`src/rtl/alu_issue.sv`:
```
// Execute-stage issue/capture unit: decodes one instruction, drives the ALU ports,
// waits out ALU busy cycles, then presents the captured result to writeback.
module alu_issue #(
  parameter int MAX_BUSY = 64,
  parameter int CNT_W    = 7
) (
  input  logic        i_clk_n,
  input  logic        i_rst_n,
  input  logic        i_req_valid,
  output logic        o_req_ready,
  input  logic [31:0] i_instr,
  input  logic [31:0] i_pc,
  input  logic [31:0] i_rs1,
  input  logic [31:0] i_rs2,
  input  logic        i_flush,
  output logic [31:0] o_in_a,
  output logic [31:0] o_in_b,
  output logic [2:0]  o_funct3,
  output logic [6:0]  o_funct7,
  output logic        o_alu_en,
  output logic        o_alu_imm,
  input  logic        i_alu_busy,
  input  logic [31:0] i_alu_out,
  output logic        o_res_valid,
  input  logic        i_res_ready,
  output logic [31:0] o_res_data,
  output logic [4:0]  o_res_rd,
  output logic [1:0]  o_res_err
);

  typedef enum logic [1:0] {IDLE, EXEC, DONE} state_t;

  localparam logic [6:0] OPC_OP    = 7'b0110011;
  localparam logic [6:0] OPC_IMM   = 7'b0010011;
  localparam logic [6:0] OPC_LUI   = 7'b0110111;
  localparam logic [6:0] OPC_AUIPC = 7'b0010111;
  localparam logic [CNT_W-1:0] CNT_LIMIT = CNT_W'(MAX_BUSY);

  state_t           state;
  logic [CNT_W-1:0] busy_cnt;
  logic [CNT_W-1:0] busy_cnt_inc;

  logic [31:0] imm_i;
  logic [31:0] imm_u;
  logic [31:0] dec_a;
  logic [31:0] dec_b;
  logic [2:0]  dec_f3;
  logic [6:0]  dec_f7;
  logic        dec_en;
  logic        dec_imm;
  logic        dec_legal;

  assign imm_i        = {{20{i_instr[31]}}, i_instr[31:20]};
  assign imm_u        = {i_instr[31:12], 12'b0};
  assign busy_cnt_inc = busy_cnt + CNT_W'(1);

  always_comb begin
    dec_a     = '0;
    dec_b     = '0;
    dec_f3    = '0;
    dec_f7    = '0;
    dec_en    = 1'b0;
    dec_imm   = 1'b0;
    dec_legal = 1'b0;
    case (i_instr[6:0])
      OPC_OP: begin
        dec_a     = i_rs1;
        dec_b     = i_rs2;
        dec_f3    = i_instr[14:12];
        dec_f7    = i_instr[31:25];
        dec_en    = 1'b1;
        dec_legal = 1'b1;
      end
      OPC_IMM: begin
        dec_a     = i_rs1;
        dec_b     = imm_i;
        dec_f3    = i_instr[14:12];
        // funct7 only qualifies the shift-immediate forms
        if (i_instr[13:12] == 2'b01) dec_f7 = i_instr[31:25];
        dec_en    = 1'b1;
        dec_imm   = 1'b1;
        dec_legal = 1'b1;
      end
      OPC_LUI: begin
        dec_b     = imm_u;
        dec_imm   = 1'b1;
        dec_legal = 1'b1;
      end
      OPC_AUIPC: begin
        dec_a     = i_pc;
        dec_b     = imm_u;
        dec_imm   = 1'b1;
        dec_legal = 1'b1;
      end
      default: ;
    endcase
  end

  always_ff @(posedge i_clk_n or negedge i_rst_n) begin
    if (!i_rst_n) begin
      state       <= IDLE;
      busy_cnt    <= '0;
      o_req_ready <= 1'b1;
      o_in_a      <= '0;
      o_in_b      <= '0;
      o_funct3    <= '0;
      o_funct7    <= '0;
      o_alu_en    <= 1'b0;
      o_alu_imm   <= 1'b0;
      o_res_valid <= 1'b0;
      o_res_data  <= '0;
      o_res_rd    <= '0;
      o_res_err   <= '0;
    end else if (i_flush) begin
      state       <= IDLE;
      busy_cnt    <= '0;
      o_req_ready <= 1'b1;
      o_in_a      <= '0;
      o_in_b      <= '0;
      o_funct3    <= '0;
      o_funct7    <= '0;
      o_alu_en    <= 1'b0;
      o_alu_imm   <= 1'b0;
      o_res_valid <= 1'b0;
    end else begin
      case (state)
        IDLE: begin
          if (i_req_valid) begin
            o_req_ready <= 1'b0;
            o_res_rd    <= i_instr[11:7];
            busy_cnt    <= '0;
            if (dec_legal) begin
              o_in_a    <= dec_a;
              o_in_b    <= dec_b;
              o_funct3  <= dec_f3;
              o_funct7  <= dec_f7;
              o_alu_en  <= dec_en;
              o_alu_imm <= dec_imm;
              state     <= EXEC;
            end else begin
              o_res_data  <= '0;
              o_res_err   <= 2'b01;
              o_res_valid <= 1'b1;
              state       <= DONE;
            end
          end
        end
        EXEC: begin
          if (!i_alu_busy || busy_cnt_inc == CNT_LIMIT) begin
            // a busy ALU reaching the limit completes as a timeout
            o_res_data  <= i_alu_busy ? 32'd0 : i_alu_out;
            o_res_err   <= i_alu_busy ? 2'b10 : 2'b00;
            o_res_valid <= 1'b1;
            o_in_a      <= '0;
            o_in_b      <= '0;
            o_funct3    <= '0;
            o_funct7    <= '0;
            o_alu_en    <= 1'b0;
            o_alu_imm   <= 1'b0;
            state       <= DONE;
          end else begin
            busy_cnt <= busy_cnt_inc;
          end
        end
        DONE: begin
          if (i_res_ready) begin
            o_res_valid <= 1'b0;
            o_req_ready <= 1'b1;
            state       <= IDLE;
          end
        end
        default: state <= IDLE;
      endcase
    end
  end

endmodule

```
`config.mk`:
```
export PLATFORM = sky130hd
export DESIGN_NAME = alu_issue
export DESIGN_NICKNAME = d
export VERILOG_FILES = /design/src/rtl/alu_issue.sv
export SDC_FILE = /design/constraint.sdc
export NUM_CORES = 1
export LEC_CHECK = 0
export BUFFER_PORTS_ARGS = -buffer_cell sky130_fd_sc_hd__buf_2
export CAP_MARGIN = 0
export CORE_UTILIZATION = 48
export CTS_CLUSTER_DIAMETER = 120
export DETAILED_ROUTE_END_ITERATION = 8
export GPL_ROUTABILITY_DRIVEN = 0
export GPL_TIMING_DRIVEN = 0
export HOLD_SLACK_MARGIN = 0.12
export PLACE_DENSITY = 0.83
export REMOVE_ABC_BUFFERS = 1
export SLEW_MARGIN = 10
export SYNTH_ARGS = -nofsm -noshare
export SYNTH_HDL_FRONTEND = slang
export SYNTH_SLANG_ARGS = --single-unit
export TNS_END_PERCENT = 30
```
`constraint.sdc`:
```
create_clock -name i_clk_n -period 3 [get_ports i_clk_n]
set_input_delay 0.45 -clock i_clk_n [delete_from_list [all_inputs] [get_ports i_clk_n]]
set_output_delay 0.45 -clock i_clk_n [all_outputs]
set_load 0.05 [all_outputs]
```
==> results of run 1 <==
==> metrics by stage <==
step                total power [W]  TNS [ps]  hold WS, ps  instances
floorplan                   0.00201    -30980          154        595
global placement            0.00223   -189870          467       1053
detailed placement          0.00225      -149          468       1062
CTS                         0.00419         0          261       1092
global route                0.00430         0          268       1092
finish                      0.00415         0          277       1092
==> what timing repair did <==
action,CTS,global route
setup endpoints to repair,0,8
endpoints found under the hold margin,63,0
gates resized for setup,0,1
hold buffers,1,0
==> synth_stat cells (all sizes together), types with 2 or more instances <==
master     n
a211o      2
a21o       2
a21oi     55
a221o      4
a22o       8
a31oi      2
and2       4
buf       14
clkbuf    31
dfrtp    125
inv       38
mux2      19
mux2i     70
nand2     94
nand2b    38
nand3      4
nor2       7
nor2b     39
nor3       3
nor4       3
o21a       2
o21ai     23
o2bb2ai   32
o311ai     2
==> sequential cells by signal, indices dropped and copies added (netlist names), 2 cells and up <==
signal	count
o_in_b	32
o_res_rd	5
o_res_err	2
state	2
o_res_data	32
o_funct7	7
busy_cnt	7
o_funct3	3
o_in_a	32
==> layout make-up <==
cell class | instances | area [um^2] | share of cell area, %
Clock buffer | 23 | 498 | 5.81
Clock inverter | 6 | 60.1 | 0.700
Inverter | 38 | 143 | 1.66
Multi-Input combinational cell | 431 | 2950 | 34.3
Sequential cell | 126 | 3150 | 36.8
Tap cell | 176 | 220 | 2.57
Timing Repair Buffer | 292 | 1560 | 18.2
==> per-layer routing <==
metal / GRT usage (%) / vias up / share of wire (%)
met5: 0 / - / 0
met4: 10.2 / 0 / 2.2
met3: 5.72 / 28 / 6.6
met2: 41.1 / 243 / 49
met1: 31.8 / 2757 / 42
li1: - / 2721 / -
==> critical path, cell delays in order, from the launching register on <==
cell	delay, ps
dfrtp_1	410
ha_1	250
nand3_1	140
or3_4	370
a22oi_2	460
a211o_4	640
mux2_2	410
==> cells by family (layout without fill, tap and decap cells) <==
kind of cell	count (synthesis)	in the layout	share of synthesized area, %
AOI/OAI and AO/OA	140	140	14.6
adders and majority gates	1	1	0.193
buffers and inverters	83	359	6.40
DFF	126	126	48.7
muxes	89	89	14.1
and+or+nand+nor	201	201	16.0
==> report_power, final <==
| group | internal [W] | switching [W] |
|---|---|---|
| sequential | 0.00173 | 0.0000137 |
| clock | 0.00123 | 0.000696 |
| combinational | 0.000200 | 0.000286 |
==> worst max path at each step <==
stage	to
2_1_floorplan	o_funct7[0]$_DFFE_PN0P_
3_3_place_gp	o_funct7[1]$_DFFE_PN0P_
3_5_place_dp	o_funct7[5]$_DFFE_PN0P_
4_1_cts	o_funct7[5]$_DFFE_PN0P_
5_1_grt	o_alu_en$_DFFE_PN0P_
6_report	o_alu_en$_DFFE_PN0P_
==> run_results.csv, run 1 <==
group,metric,value,unit
power,ir_drop,0.340,mV
floorplan,initial_core_util,49.1,%
outcome,outcome,"complete, no violations",
drt,vias_per_cell,5.26,
worst_setup_path,r2r_start,"busy_cnt[0]$_DFFE_PN0P_",
power,power_density,484,nW/um^2
sta,layout_setup_ws,175,ps
cts,clock-sinks,126,
worst_setup_path,worstSetupStartpoint,"busy_cnt[0]$_DFFE_PN0P_",
drt,drc,0,
floorplan,die_area,14000,um^2
sta,hold_violations,0,
sta,finalSetupViolCount,0,
layout,antennaDiodeCount,0,
worst_setup_path,worst-endpoint-arrival,3110,ps
worst_hold_path,whs_endpoint,"o_res_rd[3]$_DFFE_PN0P_",
grt,grt_antenna_before_repair,0,
power,power_leakage,4.19,nW
layout,final_cell_mix,"buf_2 (281), dfrtp_1 (125), nand2_1 (93), mux2i_1 (70), a21oi_1 (55)",
placement,placed_cell_area,8000,um^2
synthesis,ys_ff_latch,126,
synthesis,synth_flop_cell,"dfrtp_1",
synthesis,ys_seq_area_share,48.7,%
worst_hold_path,hold_path_depth,2,
synthesis,synth_edf_count,0,
sta,slew_viol_final,0,
worst_setup_path,crit_path_start_kind,"flip-flop",
drt,wl_per_cell,15.5,um
cts,clock-root-buffer,"clkbuf_16",
layout,final_nets,1073,
drt,drtPass1Iterations,4,
floorplan,die_w,118,um
cts,clkTransAtPathRegs,50,ps
worst_setup_path,ff2ff_setup_slack,180,ps
floorplan,pin_count,283,
cts,cts_buffer_depth,2,
layout,design_area,8580,um^2
job,max-cap-violations,0,
synthesis,synth_area_per_cell,10.1,um^2
sta,slew_headroom,14.9,%
layout,final_common_cell,"buf_2",
sta,fmax,354,MHz
drt,vias,5749,
synthesis,syn_area,6470,um^2
synthesis,yosys.area.top_type,"dfrtp_1",
sta,grt_setup_unrepaired,"no",
synthesis,yosys-top-cells-area,"dfrtp_1 (48%), mux2i_1 (11%), nand2_1 (5.4%), o2bb2ai_1 (4.3%), a21oi_1 (4.3%)",
floorplan,num_rows,42,
worst_setup_path,criticalPathCategory,"reg2reg",
synthesis,async_reset_ff_share,100,%
layout,fillerInstances,1085,
synthesis,synth_top_area_share,48.3,%
layout,final_util,65.0,%
layout,area_growth,32.5,%
sta,period_needed,2820,ps
drt,route.antenna.remaining_nets,0,
sta,post-route-period-util,94.2,%
synthesis,ys_types,53,
cts,insertion_delay,410,ps
placement,post-place-ws,-25.5,ps
synthesis,syn_inst,640,
sta,clock_skew,4.97,ps
grt,grt_max_degree,75,
placement,io_buffers,282,
floorplan,die_y,118,um
layout,drive_gt1_share,38.8,%
grt,overflow,0,
worst_hold_path,hp-start,"i_instr[10]",
synthesis,yosys_warnings,0,
worst_hold_path,hold_path_class,"in2reg",
grt,grt_pass1_wl,27500,um
cts,h-tree-depth,4,
floorplan,core,13200,um^2
placement,hpwl,11900,um
drt,wl,16900,um
worst_setup_path,path_max_fanout,37,
grt,track_usage,25.0,%
cts,cts_tree,"done",
worst_setup_path,rr_worst_depth,6,
cts,cts_buffers,17,
cts,cts_setup_buffers,0,
worst_setup_path,crit_path_end_kind,"flip-flop",
drt,drt_iter0_markers,322,
grt,grt_pass1_vias,5515,
worst_setup_path,critPathRequiredTime,3280,ps
sta,worstMarginPinSlew,1270,ps
worst_setup_path,r2r-end,"o_alu_en$_DFFE_PN0P_",
Note: power is estimated with default switching activity, not from simulation.
==> run 2: changes to the inputs <==
CELL_PAD_IN_SITES_DETAIL_PLACEMENT = 1   (was default)
CELL_PAD_IN_SITES_GLOBAL_PLACEMENT = 1   (was default)
CORE_UTILIZATION = 35   (was 48)
PLACE_DENSITY = 0.82   (was 0.83)
==> run_results.csv, run 2 (synthesis results as in run 1) <==
group,metric,value,unit
outcome,outcome,"complete, no violations",
grt,use_met1,24.6,%
floorplan,num_rows,49,
cts,clock-sinks,126,
placement,io_buffers,282,
floorplan,initial_core_util,35.9,%
drt,wl,20800,um
worst_setup_path,crit_path_start_kind,"flip-flop",
sta,fmax,355,MHz
cts,cts_tree,"done",
grt,grt_util_met2,36.7,%
job,max-cap-violations,0,
sta,clock_skew,7.74,ps
worst_setup_path,r2r_start,"busy_cnt[0]$_DFFE_PN0P_",
sta,fin_setup_tns,0,ps
sta,grt_setup_unrepaired,"yes",
cts,cts_buffer_depth,2,
grt,gr-max-usage-layer,"met2",
sta,post-route-period-util,93.9,%
worst_setup_path,crit_path_end_kind,"flip-flop",
power,power_density,522,nW/um^2
worst_setup_path,worst-endpoint-arrival,3150,ps
layout,final_common_cell,"buf_2",
sta,finalSetupViolCount,0,
grt,grt_antenna_before_repair,2,
layout,reg_top3,"o_in_a: 32 flops, o_in_b: 32 flops, o_res_data: 32 flops",
sta,slew_headroom,42.3,%
cts,insertion_delay,420,ps
drt,vias_per_cell,5.07,
power,power_leakage,4.23,nW
layout,drive_gt1_share,39.2,%
cts,cts_setup_buffers,0,
floorplan,core,18000,um^2
drt,wl_per_cell,18.1,um
layout,area_growth,35.3,%
grt,overflow,0,
floorplan,pin_count,283,
grt,grt_max_degree,75,
drt,drc,0,
drt,vias,5820,
drt,drt_iter0_markers,242,
worst_setup_path,r2r-end,"o_res_data[17]$_DFFE_PN0P_",
layout,final_cell_mix,"buf_2 (280), dfrtp_1 (125), nand2_1 (93), mux2i_1 (70), a21oi_1 (55)",
placement,hpwl,14200,um
worst_setup_path,worstSetupStartpoint,"busy_cnt[0]$_DFFE_PN0P_",
floorplan,die_w,138,um
worst_setup_path,ff2ff_setup_slack,180,ps
placement,post-place-ws,-646,ps
worst_setup_path,path_max_fanout,27,
drt,route.antenna.remaining_nets,0,
drt,drtPass1Iterations,5,
worst_setup_path,cp-endpoint,"o_res_data[17]$_DFFE_PN0P_",
worst_setup_path,critPathRequiredTime,3330,ps
power,ir_drop,0.377,mV
sta,layout_setup_ws,184,ps
sta,worstMarginPinSlew,866,ps
floorplan,die_area,19000,um^2
grt,grt_pass1_vias,5992,
worst_setup_path,rr_worst_depth,7,
layout,final_nets,1072,
worst_setup_path,criticalPathCategory,"reg2reg",
worst_hold_path,hold_path_class,"in2reg",
sta,slew_viol_final,0,
cts,clkTransAtPathRegs,60,ps
cts,cts_buffers,17,
sta,period_needed,2820,ps
floorplan,die_y,138,um
grt,track_usage,21.2,%
sta,hold_violations,0,
grt,met3_usage,6.18,%
grt,grt_pass1_wl,30800,um
cts,clock-root-buffer,"clkbuf_16",
cts,h-tree-depth,4,
==> run 2: changes by cell type in the layout (fill, tap and decap cells not counted), moves of 2 or more <==
cell       delta
inv_6         +3
bufinv_16     +4
nor2b_4       +2
clkinv_2      -2
clkbuf_8      -5
clkinv_4      +3
==> run 2: metal layers <==
| metal | share of wire, % | wire length (um) |
|---|---|---|
| met3 | 6.9 | 1440 |
| met1 | 42 | 8760 |
| met5 | 0.038 | 8 |
| met4 | 2.4 | 495 |
| met2 | 49 | 10100 |
==> run 2: timing repair <==
| action | CTS | global route |
|---|---|---|
| setup endpoints to repair | 23 | 8 |
| hold endpoints to repair | 60 | 0 |
| hold buffers | 1 | 0 |
| pin swaps | 0 | 2 |
| gates cloned | 0 | 1 |
| gates resized for setup | 2 | 2 |
==> run 2: critical path, cell delays in order, from the launching register on <==
cell and delay, ps:
dfrtp_1 420, ha_2 240, nand3_1 140, or3_4 370, a22oi_2 550, a221o_2 480, buf_12 260, mux2i_1 240
==> run 2: report_power, final <==
| part | switching, W | internal (W) | total (W) | leakage [nW] |
|---|---|---|---|---|
| Combinational | 0.000300 | 0.000202 | 0.000502 | 2.17 |
| Sequential | 0.0000130 | 0.00172 | 0.00174 | 1.74 |
| Clock | 0.000846 | 0.00149 | 0.00234 | 0.316 |
| Total | 0.00116 | 0.00342 | 0.00457 | 4.23 |
==> run 2: worst min-delay path by stage <==
stage               cells past startpoint                   endpoint                   start  slack, ps
CTS                                     3  o_res_data[6]$_DFFE_PN0P_            i_alu_out[6]        240
finish                                  3  o_res_data[6]$_DFFE_PN0P_            i_alu_out[6]        270
detailed placement                      1  o_res_data[0]$_DFFE_PN0P_                 i_rst_n        470
global route                            2    o_res_rd[0]$_DFFE_PN0P_              i_instr[7]        260
global placement                        1     o_in_a[28]$_DFFE_PN0P_  o_in_a[28]$_DFFE_PN0P_        470
floorplan                               0    busy_cnt[0]$_DFFE_PN0P_                 i_rst_n        150
==> run 2: metrics by stage <==
step | instance area, um^2 | utilization, % | cells | hold slack (ps) | total power [W]
2_1_floorplan | 6200 | - | 595 | 154 | 0.00201
3_3_place_gp | 7900 | 43.8 | 1106 | 467 | 0.00224
3_5_place_dp | 8060 | 44.7 | 1113 | 465 | 0.00227
4_1_cts | 8740 | 48.5 | 1146 | 243 | 0.00463
5_1_grt | 8760 | 48.6 | 1148 | 259 | 0.00474
6_report | 8760 | 48.6 | 1148 | 266 | 0.00457
==> run 2: final cells by class <==
type | count | area (um^2)
diodes | 1 | 2.50
inverters | 38 | 143
flip-flops and latches | 126 | 3150
multi-input cells | 432 | 2980
clock inverters | 15 | 234
repair buffers | 290 | 1540
clock buffers | 17 | 425
fillers | 2119 | 9270
well taps | 229 | 287
==> run 3: changes to the inputs <==
clock period = 2.6 ns   (was 3 ns; I/O delays follow)
==> run_results.csv, run 3 (synthesis results as in run 1) <==
group,metric,value,unit
outcome,outcome,"complete, no violations",
floorplan,pin_count,283,
worst_setup_path,path_max_fanout,19,
drt,wl_per_cell,18.5,um
sta,worstMarginPinSlew,881,ps
placement,hpwl,14200,um
sta,grt_setup_unrepaired,"yes",
layout,fillerInstances,2116,
grt,overflow,0,
sta,finalSetupViolCount,0,
cts,clock-root-buffer,"clkbuf_16",
cts,insertion_delay,420,ps
worst_setup_path,r2r-end,"o_alu_en$_DFFE_PN0P_",
placement,post-place-ws,-986,ps
placement,io_buffers,282,
sta,clock_skew,8.53,ps
layout,final_common_cell,"buf_2",
floorplan,die_w,138,um
floorplan,initial_core_util,35.9,%
worst_setup_path,ff2ff_setup_slack,90,ps
worst_setup_path,crit_path_start_kind,"flip-flop",
drt,drtPass1Iterations,4,
sta,slew_headroom,41.3,%
floorplan,core,18000,um^2
worst_hold_path,whs_endpoint,"o_res_rd[0]$_DFFE_PN0P_",
grt,grt_pass1_wl,31400,um
sta,slew_viol_final,0,
power,power_leakage,4.25,nW
sta,fmax,399,MHz
cts,h-tree-depth,4,
drt,wl,21300,um
worst_setup_path,rr_worst_depth,7,
drt,drc,0,
grt,grt_antenna_before_repair,2,
drt,route.antenna.remaining_nets,0,
cts,cts_buffer_depth,2,
job,max-cap-violations,0,
power,ir_drop,0.438,mV
grt,grt_max_degree,75,
floorplan,die_area,19000,um^2
worst_setup_path,criticalPathCategory,"reg2reg",
worst_setup_path,crit_path_end_kind,"flip-flop",
drt,vias,5834,
floorplan,num_rows,49,
floorplan,die_y,138,um
grt,grt_pass1_vias,6056,
worst_hold_path,hold_path_depth,2,
worst_setup_path,worst-endpoint-arrival,2820,ps
power,power_density,600,nW/um^2
layout,area_growth,36.2,%
sta,layout_setup_ws,91.0,ps
sta,period_needed,2510,ps
worst_hold_path,hold_path_class,"in2reg",
cts,clkTransAtPathRegs,60,ps
cts,cts_buffers,17,
cts,cts_tree,"done",
drt,vias_per_cell,5.06,
worst_hold_path,hp-start,"i_instr[7]",
layout,final_nets,1076,
grt,track_usage,21.8,%
worst_setup_path,r2r_start,"busy_cnt[0]$_DFFE_PN0P_",
worst_setup_path,critPathRequiredTime,2910,ps
drt,drt_iter0_markers,212,
layout,drive_gt1_share,39.4,%
layout,reg_top3,"o_in_a: 32 flops, o_in_b: 32 flops, o_res_data: 32 flops",
cts,clock-sinks,126,
sta,hold_violations,0,
layout,final_cell_mix,"buf_2 (280), dfrtp_1 (125), nand2_1 (93), mux2i_1 (70), a21oi_1 (55)",
sta,post-route-period-util,96.5,%
sta,holdWs,204,ps
==> run 3: report_power, final <==
part / switching (W) / leakage [nW] / internal [W]
registers: 0.0000147 / 1.74 / 0.00199
clock network: 0.000982 / 0.316 / 0.00172
logic: 0.000350 / 2.20 / 0.000234
==> run 3: routing by layer <==
layer | global-route usage [%] | part of all wire, %
met5 | 0 | 0.038
met4 | 8.76 | 2.1
met3 | 6.47 | 6.9
met2 | 37.6 | 49
met1 | 25.2 | 42
==> run 3: critical path: stages (launching register included) <==
cell,delay (ps)
dfrtp_1,420
ha_1,250
nand3_1,150
or3_4,380
a22oi_2,240
buf_4,190
a211o_4,360
mux2_2,380
==> run 3: timing repair <==
item | CTS | global route
gates resized for setup | 5 | 2
gates cloned | 1 | 1
buffers inserted | 3 | 0
pin swaps | 3 | 1
hold buffers | 1 | 0
endpoints found under the hold margin | 60 | 0
endpoints found under the setup margin | 71 | 27
==> run 3: worst max-delay path by stage <==
stage                     slack, ps                       to  depth (start not counted)               startpoint
final                            90     o_alu_en$_DFFE_PN0P_                          7  busy_cnt[0]$_DFFE_PN0P_
after detailed placement       -990  o_funct3[1]$_DFFE_PN0P_                          7                  i_flush
after CTS                        30  o_funct7[4]$_DFFE_PN0P_                          5     state[1]$_DFFE_PN0P_
after floorplan               -1180  o_funct7[0]$_DFFE_PN0P_                          6  busy_cnt[0]$_DFFE_PN0P_
after global placement        -3240  o_funct7[0]$_DFFE_PN0P_                          6  busy_cnt[0]$_DFFE_PN0P_
after global routing            -50     o_alu_en$_DFFE_PN0P_                          7  busy_cnt[1]$_DFFE_PN0P_
==> run 3: stage by stage <==
step | util, % | TNS, ps | std cells | power (W) | area [um^2]
after floorplan | - | -65970 | 595 | 0.00231 | 6200
after global placement | 43.8 | -310410 | 1106 | 0.00259 | 7900
after detailed placement | 44.7 | -24260 | 1113 | 0.00262 | 8060
after CTS | 48.8 | 0 | 1150 | 0.00534 | 8790
after global routing | 48.9 | -72.7 | 1152 | 0.00547 | 8820
final | 48.9 | 0 | 1152 | 0.00529 | 8820
==> run 3: final cells by class <==
cell class	count	area, um^2	share of cell area, %
sequential	126	3150	35.8
clock inverter	15	234	2.65
inverter	38	143	1.62
timing repair buffer	293	1560	17.7
multi-input combinational	433	3010	34.1
tap	229	287	3.25
antenna	1	2.50	0.0284
clock buffer	17	425	4.83
